### src/rtl/red_pitaya_asg_trig_cond.sv
// ASG trigger conditioner: synchronizes, debounces and edge-selects the external trigger,
// merges the software trigger, then applies delay and holdoff before emitting one pulse.
module red_pitaya_asg_trig_cond #(
   parameter int unsigned SYNC_STAGES = 2,
   parameter int unsigned DBW         = 20,
   parameter int unsigned CW          = 32,
   parameter int unsigned MW          = 16
) (
   input  logic           dac_clk_i,
   input  logic           dac_rstn_i,
   input  logic           trig_ext_i,
   input  logic           trig_sw_i,
   input  logic           cfg_en_i,
   input  logic           cfg_edge_i,
   input  logic [DBW-1:0] cfg_deb_i,
   input  logic [CW-1:0]  cfg_dly_i,
   input  logic [CW-1:0]  cfg_hold_i,
   input  logic           miss_clr_i,
   output logic           trig_o,
   output logic           busy_o,
   output logic           lvl_o,
   output logic [MW-1:0]  miss_cnt_o
);

   typedef enum logic [1:0] {IDLE, DELAY, HOLD} state_t;

   logic [SYNC_STAGES-1:0] r_sync;
   logic [DBW-1:0]         r_deb_cnt;
   logic                   r_lvl;
   logic                   r_lvl_d;
   logic                   r_sw;
   state_t                 r_state;
   logic [CW-1:0]          r_cnt;
   logic                   r_trig;
   logic [MW-1:0]          r_miss;

   logic                   w_s;
   logic                   w_edge;
   logic                   w_event;
   logic                   w_miss_inc;

   assign w_s        = r_sync[SYNC_STAGES-1];
   assign w_edge     = cfg_edge_i ? (r_lvl_d & ~r_lvl) : (r_lvl & ~r_lvl_d);
   // Software trigger is registered once so both paths meet the same event stage.
   assign w_event    = cfg_en_i & (w_edge | r_sw);
   assign w_miss_inc = w_event & (r_state != IDLE);

   always_ff @(posedge dac_clk_i or negedge dac_rstn_i) begin
      if (!dac_rstn_i) begin
         r_sync    <= '0;
         r_deb_cnt <= '0;
         r_lvl     <= 1'b0;
         r_lvl_d   <= 1'b0;
         r_sw      <= 1'b0;
      end else begin
         r_sync  <= {r_sync[SYNC_STAGES-2:0], trig_ext_i};
         r_lvl_d <= r_lvl;
         r_sw    <= trig_sw_i;
         if (w_s != r_lvl) begin
            // >= keeps a shortened cfg_deb_i from stranding a running count.
            if (r_deb_cnt >= cfg_deb_i) begin
               r_lvl     <= w_s;
               r_deb_cnt <= '0;
            end else begin
               r_deb_cnt <= r_deb_cnt + DBW'(1);
            end
         end else begin
            r_deb_cnt <= '0;
         end
      end
   end

   always_ff @(posedge dac_clk_i or negedge dac_rstn_i) begin
      if (!dac_rstn_i) begin
         r_state <= IDLE;
         r_cnt   <= '0;
         r_trig  <= 1'b0;
      end else if (!cfg_en_i) begin
         r_state <= IDLE;
         r_cnt   <= '0;
         r_trig  <= 1'b0;
      end else begin
         case (r_state)
            IDLE: begin
               r_trig <= 1'b0;
               if (w_event) begin
                  r_cnt   <= cfg_dly_i;
                  r_state <= DELAY;
               end
            end
            DELAY: begin
               if (r_cnt == '0) begin
                  r_trig  <= 1'b1;
                  r_cnt   <= cfg_hold_i;
                  r_state <= HOLD;
               end else begin
                  r_cnt <= r_cnt - CW'(1);
               end
            end
            HOLD: begin
               r_trig <= 1'b0;
               if (r_cnt == '0) begin
                  r_state <= IDLE;
               end else begin
                  r_cnt <= r_cnt - CW'(1);
               end
            end
            default: begin
               r_state <= IDLE;
               r_cnt   <= '0;
               r_trig  <= 1'b0;
            end
         endcase
      end
   end

   always_ff @(posedge dac_clk_i or negedge dac_rstn_i) begin
      if (!dac_rstn_i) begin
         r_miss <= '0;
      end else if (miss_clr_i) begin
         r_miss <= '0;
      end else if (w_miss_inc && (r_miss != '1)) begin
         r_miss <= r_miss + MW'(1);
      end
   end

   assign trig_o     = r_trig;
   assign busy_o     = (r_state != IDLE);
   assign lvl_o      = r_lvl;
   assign miss_cnt_o = r_miss;

endmodule
### config.mk
export PLATFORM = sky130hd
export DESIGN_NAME = red_pitaya_asg_trig_cond
export DESIGN_NICKNAME = d
export VERILOG_FILES = /design/src/rtl/red_pitaya_asg_trig_cond.sv
export SDC_FILE = /design/constraint.sdc
export NUM_CORES = 1
export LEC_CHECK = 0
export CAP_MARGIN = 0
export CORE_UTILIZATION = 47
export DETAILED_ROUTE_END_ITERATION = 12
export PLACE_DENSITY = 0.75
export REMOVE_ABC_BUFFERS = 1
export SYNTH_ARGS = -nofsm -noshare
export SYNTH_HDL_FRONTEND = slang
export SYNTH_SLANG_ARGS = --single-unit
### constraint.sdc
create_clock -name dac_clk_i -period 2.2 [get_ports dac_clk_i]
set_input_delay 0.44 -clock dac_clk_i [delete_from_list [all_inputs] [get_ports dac_clk_i]]
set_output_delay 0.44 -clock dac_clk_i [all_outputs]
set_load 0.02 [all_outputs]
==> results_dict.tcl, run 1 <==
set metrics [dict create \
    ys_top_cells_by_count "dfrtp_1, nor2_1, nor3_1" \
    r2r_end "r_cnt[8]$_DFFE_PN0P_" \
    p_leak_nw 3.45 \
    grt_max_degree 44 \
    synth-edff-count 0 \
    ant_nets 0 \
    cts_tree "built" \
    insertion_delay_ns 0.36 \
    final_cells 921 \
    critPathArrivalTime_ns 2.57 \
    fmax_mhz 437 \
    cp_max_fo 7 \
    ys_seq_area_frac 0.378 \
    hpwl_um 11100 \
    critical_path.endpoint "r_cnt[8]$_DFFE_PN0P_" \
    pre_cts_ws_ns -0.774 \
    firstDrtPassIters 5 \
    violations "negative setup slack" \
    grt_remaining_overflow 0 \
    maxCapViolations 0 \
    holdBufCountCts 0 \
    synth_cells 563 \
    dieArea_mm2 0.0111 \
    die_h_um 105 \
    grt_usage 0.290 \
    yosysTopAreaCellShare 0.378 \
    slew_headroom 0.547 \
    clock_sinks 76 \
    crit_path_start_kind "flop" \
    grt_pass1_wl_um 25800 \
    synthesis.area_mm2 0.00503 \
    fin_crit_ns 2.29 \
    cts_buffer_depth 2 \
    numCtsBuffers 9 \
    syn2layout_area_growth_pct 60.8 \
    wl_per_cell_um 19.2 \
    crit_type "flop to flop" \
    synth_area_leader_cell "dfrtp_1" \
    grt_pass1_vias 5627 \
    ioPinCount 110 \
    ys_ff_latch 76 \
    drc 0 \
    n_antenna_cell 0 \
    async_flop_share 1.00 \
    slew_viol_final 0 \
    required_ns 2.48 \
    synth_area_per_cell_um2 8.93 \
    dr.first_iter.drc_count 387 \
    fin_ws_ns -0.0870 \
    placement.io_buffers 109 \
    yosysWarningCount 0 \
    r2r_start "r_cnt[7]$_DFFE_PN0P_" \
    skew_ns 0.0127 \
    dp.cells 880 \
    end_kind "flop" \
    drive_gt1_frac 0.311 \
    worstMarginPinSlew_ns 0.677 \
    synth.area.top_cells "dfrtp_1, ha_1, xnor2_1" \
    viasPerCell 6.11 \
    post-route-period-util 1.04 \
    cts_root_buf "clkbuf_8" \
    fin_nets 894 \
    gp_congestion 0.898 \
    coreArea_mm2 0.0104 \
    antenna_found_initial 0 \
    startpoint "r_cnt[7]$_DFFE_PN0P_" \
    h-tree-depth 3 \
    start_util 0.485 \
    finalWirelength_um 17700 \
    vias 5629 \
    rr_worst_depth 9 \
    synth.most_common_cell "dfrtp_1" \
    num_rows 37 \
    fp.dieW_um 105 \
    setup_violations 16 \
    synth_ff_type "dfrtp_1" \
    worst_hold_path_type "input port to async pin" \
    status "complete, but fails checks" \
    power_density_mw_per_mm2 526 \
    synth_cell_types 66 \
    rsz0062_at_grt "yes" \
    clk_pin_slew_ns 0.09 \
    finalHoldViolations 0 \
    r2r_setup_slack_ns -0.09 \
    ir_worst_vdd_v 0.000310 \
]
[area by class of cell]
type                    count  area (um2)
well taps                 136         170
multi-input cells         427        3500
repair buffers            232        2140
clock inverters             6         113
fillers                   633        2290
inverters                  34         128
flip-flops and latches     76        1900
clock buffers              10         128
[worst max-delay path, cell delays in order (launching register included)]
cell,delay [ns]
dfrtp_1,0.44
nor4_4,0.39
buf_4,0.19
and3_4,0.21
buf_6,0.11
nand3_4,0.09
o22ai_4,0.34
buf_12,0.17
o21ai_0,0.13
o21ai_1,0.12
[stage by stage]
step	power (mW)	setup TNS [ns]	instance area [um2]	util	hold slack [ns]
floorplan	2.07	-13.27	4910	-	0.144
finish	4.25	-0.366	8080	0.780	0.0382
global route	4.40	-1.98	8080	0.780	0.0606
CTS	4.00	-0.0831	7480	0.722	0.0410
global placement	2.62	-20.64	6960	0.671	0.337
detailed placement	2.65	-23.29	6960	0.671	0.339
[flip-flops by register name (all words and copies together), names as in the netlist]
signal	flops
r_cnt	32
r_deb_cnt	20
miss_cnt_o	16
r_state	2
r_sync	2
lvl_o	1
r_lvl_d	1
r_sw	1
trig_o	1
[cell usage in the layout, fill, tap and decap left out, types with 4 or more instances in the layout]
cell / Yosys / layout
buf_4: 2 / 102
clkdlybuf4s50_1: 0 / 95
dfrtp_1: 76 / 76
nor2_1: 53 / 53
nand2_1: 39 / 39
inv_1: 34 / 27
xnor2_1: 24 / 24
nor3_1: 40 / 22
nand3_1: 20 / 17
nand4_1: 16 / 16
o21ai_1: 3 / 16
buf_6: 0 / 16
o21ai_0: 33 / 15
nor3_2: 0 / 13
a21oi_1: 21 / 13
a22oi_1: 14 / 13
xor2_1: 10 / 10
ha_4: 0 / 10
a21o_1: 9 / 9
ha_1: 23 / 9
clkbuf_8: 0 / 9
mux2i_1: 8 / 8
dlygate4sd2_1: 0 / 8
inv_2: 0 / 7
a21oi_2: 0 / 7
nor4_4: 2 / 7
o221ai_1: 8 / 7
nor3_4: 1 / 6
a221oi_2: 0 / 6
o22ai_1: 6 / 5
o21ai_2: 0 / 5
dlymetal6s2s_1: 0 / 5
and3_1: 5 / 4
nor4_2: 4 / 4
a31oi_1: 5 / 4
a22o_1: 4 / 4
ha_2: 0 / 4
[cells by family after synthesis]
logic type,Yosys count,share of synthesized area
AO/OA/AOI/OAI,140,0.199
buffers and inverters,60,0.0485
AND/OR/NAND/NOR,221,0.240
flip-flops,76,0.378
adder cells (fa/ha/maj),23,0.0572
multiplexers,9,0.0182
XOR/XNOR,34,0.0592
[routing by layer]
metal,vias up,share of wire,track usage
met2,325,0.51,0.516
li1,2522,-,-
met5,-,0,0
met4,0,0.041,0.134
met3,68,0.070,0.0458
met1,2714,0.38,0.340
[where the power goes]
part / total (mW) / internal, mW / switching, mW / leakage, nW
Combinational: 1.35 / 0.674 / 0.675 / 2.31
Clock: 1.34 / 0.757 / 0.580 / 0.120
Sequential: 1.56 / 1.48 / 0.0879 / 1.03
Total: 4.25 / 2.91 / 1.34 / 3.45
[repair_timing]
item,4_1_cts,5_1_grt
setup endpoints to repair,42,55
resized for setup,51,118
pin swaps,21,42
setup buffers,6,17
cloned,1,4
[worst min-delay path by stage]
stage	from	end	slack, ns	cells past startpoint
after global placement	r_sync[0]$_DFF_PN0_	r_sync[1]$_DFF_PN0_	0.34	0
after detailed placement	r_sync[0]$_DFF_PN0_	r_sync[1]$_DFF_PN0_	0.34	0
final	dac_rstn_i	r_deb_cnt[12]$_DFF_PN0_	0.04	1
after CTS	dac_rstn_i	r_deb_cnt[12]$_DFF_PN0_	0.04	1
after floorplan	dac_rstn_i	lvl_o$_DFFE_PN0P_	0.14	0
after global routing	dac_rstn_i	r_deb_cnt[12]$_DFF_PN0_	0.06	1
No activity file was read; power rests on OpenSTA's default activity.
==> run 2: changes to the inputs <==
--- a/config.mk
+++ b/config.mk
@@ -5,7 +5,7 @@
 export SDC_FILE = /design/constraint.sdc
 export NUM_CORES = 1
 export LEC_CHECK = 0
-export CAP_MARGIN = 0
+export CAP_MARGIN = 20
 export CORE_UTILIZATION = 47
 export DETAILED_ROUTE_END_ITERATION = 12
 export PLACE_DENSITY = 0.75
==> results of run 2 <==
No change in the layout: final DEF, timing and power equal those of run 1.
==> run 3: changes to the inputs <==
--- a/config.mk
+++ b/config.mk
@@ -6,7 +6,9 @@
 export NUM_CORES = 1
 export LEC_CHECK = 0
 export CAP_MARGIN = 20
-export CORE_UTILIZATION = 47
+export CELL_PAD_IN_SITES_DETAIL_PLACEMENT = 1
+export CELL_PAD_IN_SITES_GLOBAL_PLACEMENT = 2
+export CORE_UTILIZATION = 28
 export DETAILED_ROUTE_END_ITERATION = 12
 export PLACE_DENSITY = 0.75
 export REMOVE_ABC_BUFFERS = 1
==> run 3 against run 2 <==
  * Clock skew is 0.0068 ns lower
  * Critical path depth unchanged
  * Wire length increased by 8.7%
  * Via count is 4.9% lower
  * Clock power up 16%
  * Largest power group unchanged
  * Die area up 66%
  * The flow still finishes with violations (negative setup slack)
  * Sequential power is essentially flat
  * Total power is 5.5% higher
  * Setup slack got worse by 0.027 ns
==> results_dict.tcl, run 3 (synthesis gave the netlist of run 1 again) <==
set metrics [dict create \
    end_kind "flop" \
    r2r_start "r_deb_cnt[5]$_DFF_PN0_" \
    violations "negative setup slack" \
    coreArea_mm2 0.0174 \
    critPathArrivalTime_ns 2.55 \
    viasPerCell 5.23 \
    fin_nets 907 \
    met2_length_um 10200 \
    setup_violations 17 \
    dr.first_iter.drc_count 106 \
    cts_root_buf "clkbuf_16" \
    holdBufCountCts 0 \
    worst_hold_path_type "input port to async pin" \
    cts_tree "built" \
    required_ns 2.43 \
    p_leak_nw 3.61 \
    grt_remaining_overflow 0 \
    rr_worst_depth 8 \
    cts_buffer_depth 2 \
    ir_worst_vdd_v 0.000382 \
    r2r_setup_slack_ns -0.10 \
    insertion_delay_ns 0.35 \
    finalHoldViolations 0 \
    finalInstanceArea_mm2 0.00853 \
    top_layer_used "met4" \
    vias 5354 \
    h-tree-depth 3 \
    grt_pass1_vias 5746 \
    cp_max_fo 5 \
    gp_congestion 0.826 \
    worstMarginPinSlew_ns 0.650 \
    wl_per_cell_um 18.8 \
    power_density_mw_per_mm2 526 \
    status "complete, but fails checks" \
    slew_headroom 0.565 \
    clk_pin_slew_ns 0.06 \
    rsz0062_at_grt "yes" \
    finalWirelength_um 19300 \
    layout_commonest_cell "buf_4" \
    ant_nets 0 \
    clock_sinks 76 \
    post-route-period-util 1.05 \
    drt-met1-wl_um 7800 \
    skew_ns 0.00597 \
    seqPwrFrac 0.350 \
    fin_ws_ns -0.114 \
    p_total_mw 4.48 \
    final_cell_mix "buf_4, clkdlybuf4s50_1, dfrtp_1" \
    n_antenna_cell 0 \
    numCtsBuffers 9 \
    start_util 0.289 \
    antenna_found_initial 0 \
    grt_usage 0.200 \
    drc 0 \
    largest_reg_flops 32 \
    num_rows 48 \
    drive_gt1_frac 0.340 \
    grt_pass1_wl_um 28800 \
    largest_register "r_cnt" \
    fmax_mhz 432 \
    p_switching_mw 1.39 \
    crit_type "input port to flop" \
    fp.dieW_um 136 \
    dieArea_mm2 0.0185 \
    slew_viol_final 0 \
    place_area_mm2 0.00713 \
    placement.io_buffers 109 \
    r2r_end "lvl_o$_DFFE_PN0P_" \
    maxCapViolations 0 \
    switching_share 0.310 \
    die_h_um 136 \
    ioPinCount 110 \
    combPwrFrac 0.302 \
    wl_met3_um 750 \
    syn2layout_area_growth_pct 69.7 \
    fin_crit_ns 2.31 \
    hpwl_um 13500 \
    crit_path_start_kind "input port" \
    grt_max_degree 43 \
    clkPwrFrac 0.347 \
    firstDrtPassIters 4 \
    cellInternalPower_mw 3.10 \
]
-- run 3: layout make-up --
type,instances,area [um2]
Fill cell,1929,8880
Multi-Input combinational cell,428,3650
Timing Repair Buffer,244,2260
Sequential cell,76,1900
Tap cell,225,282
Clock buffer,11,253
Inverter,34,128
Clock inverter,5,60.1
-- run 3: how the worst max path moves through the flow --
stage | start | endpoint | slack [ns] | cells past startpoint
after floorplan | r_state[1]$_DFFE_PN0P_ | miss_cnt_o[11]$_DFFE_PN0P_ | -0.32 | 6
after global placement | cfg_deb_i[14] | lvl_o$_DFFE_PN0P_ | -0.78 | 8
after detailed placement | cfg_deb_i[14] | lvl_o$_DFFE_PN0P_ | -0.85 | 8
after CTS | cfg_deb_i[11] | lvl_o$_DFFE_PN0P_ | -0.06 | 9
after global routing | r_cnt[7]$_DFFE_PN0P_ | r_cnt[13]$_DFFE_PN0P_ | -0.18 | 9
final | cfg_deb_i[6] | lvl_o$_DFFE_PN0P_ | -0.11 | 9
-- run 3: power by group through the flow --
stage / Sequential (mW) / Combinational (mW) / Clock (mW)
after CTS: 1.56 / 1.15 / 1.59
after floorplan: 1.58 / 0.484 / 0
final: 1.57 / 1.36 / 1.56
after global routing: 1.58 / 1.46 / 1.64
after global placement: 1.57 / 1.08 / 0
after detailed placement: 1.58 / 1.11 / 0
-- run 3: critical path: stages --
cell             delay (ns)
clkdlybuf4s50_1        0.47
inv_1                  0.07
ha_4                   0.21
a21o_1                 0.18
a21oi_4                0.19
o22ai_4                0.10
o32a_4                 0.43
buf_4                  0.15
mux2_4                 0.29
-- run 3: timing repair --
action                     in CTS  in global routing
setup endpoints to repair      42                 53
pin swaps                      30                 69
cloned                          1                  6
resized for setup              61                131
buffers inserted                6                 17
-- run 3: stage by stage --
step                setup TNS [ns]  std cells  setup WS (ns)   util  hold WS, ns
global route                 -2.53       1023         -0.181  0.490       0.0936
global placement            -21.08        979         -0.777  0.409        0.336
finish                      -0.438       1023         -0.114  0.490       0.0606
floorplan                   -13.27        537         -0.320      -        0.144
CTS                        -0.0914       1000        -0.0595  0.444       0.0784
detailed placement          -24.25        979         -0.849  0.409        0.346
-- run 3: layer usage --
metal,vias to the layer above,track usage
li1,2546,-
met1,2646,0.223
met2,124,0.378
met3,38,0.0414
met4,0,0.0599
met5,-,0
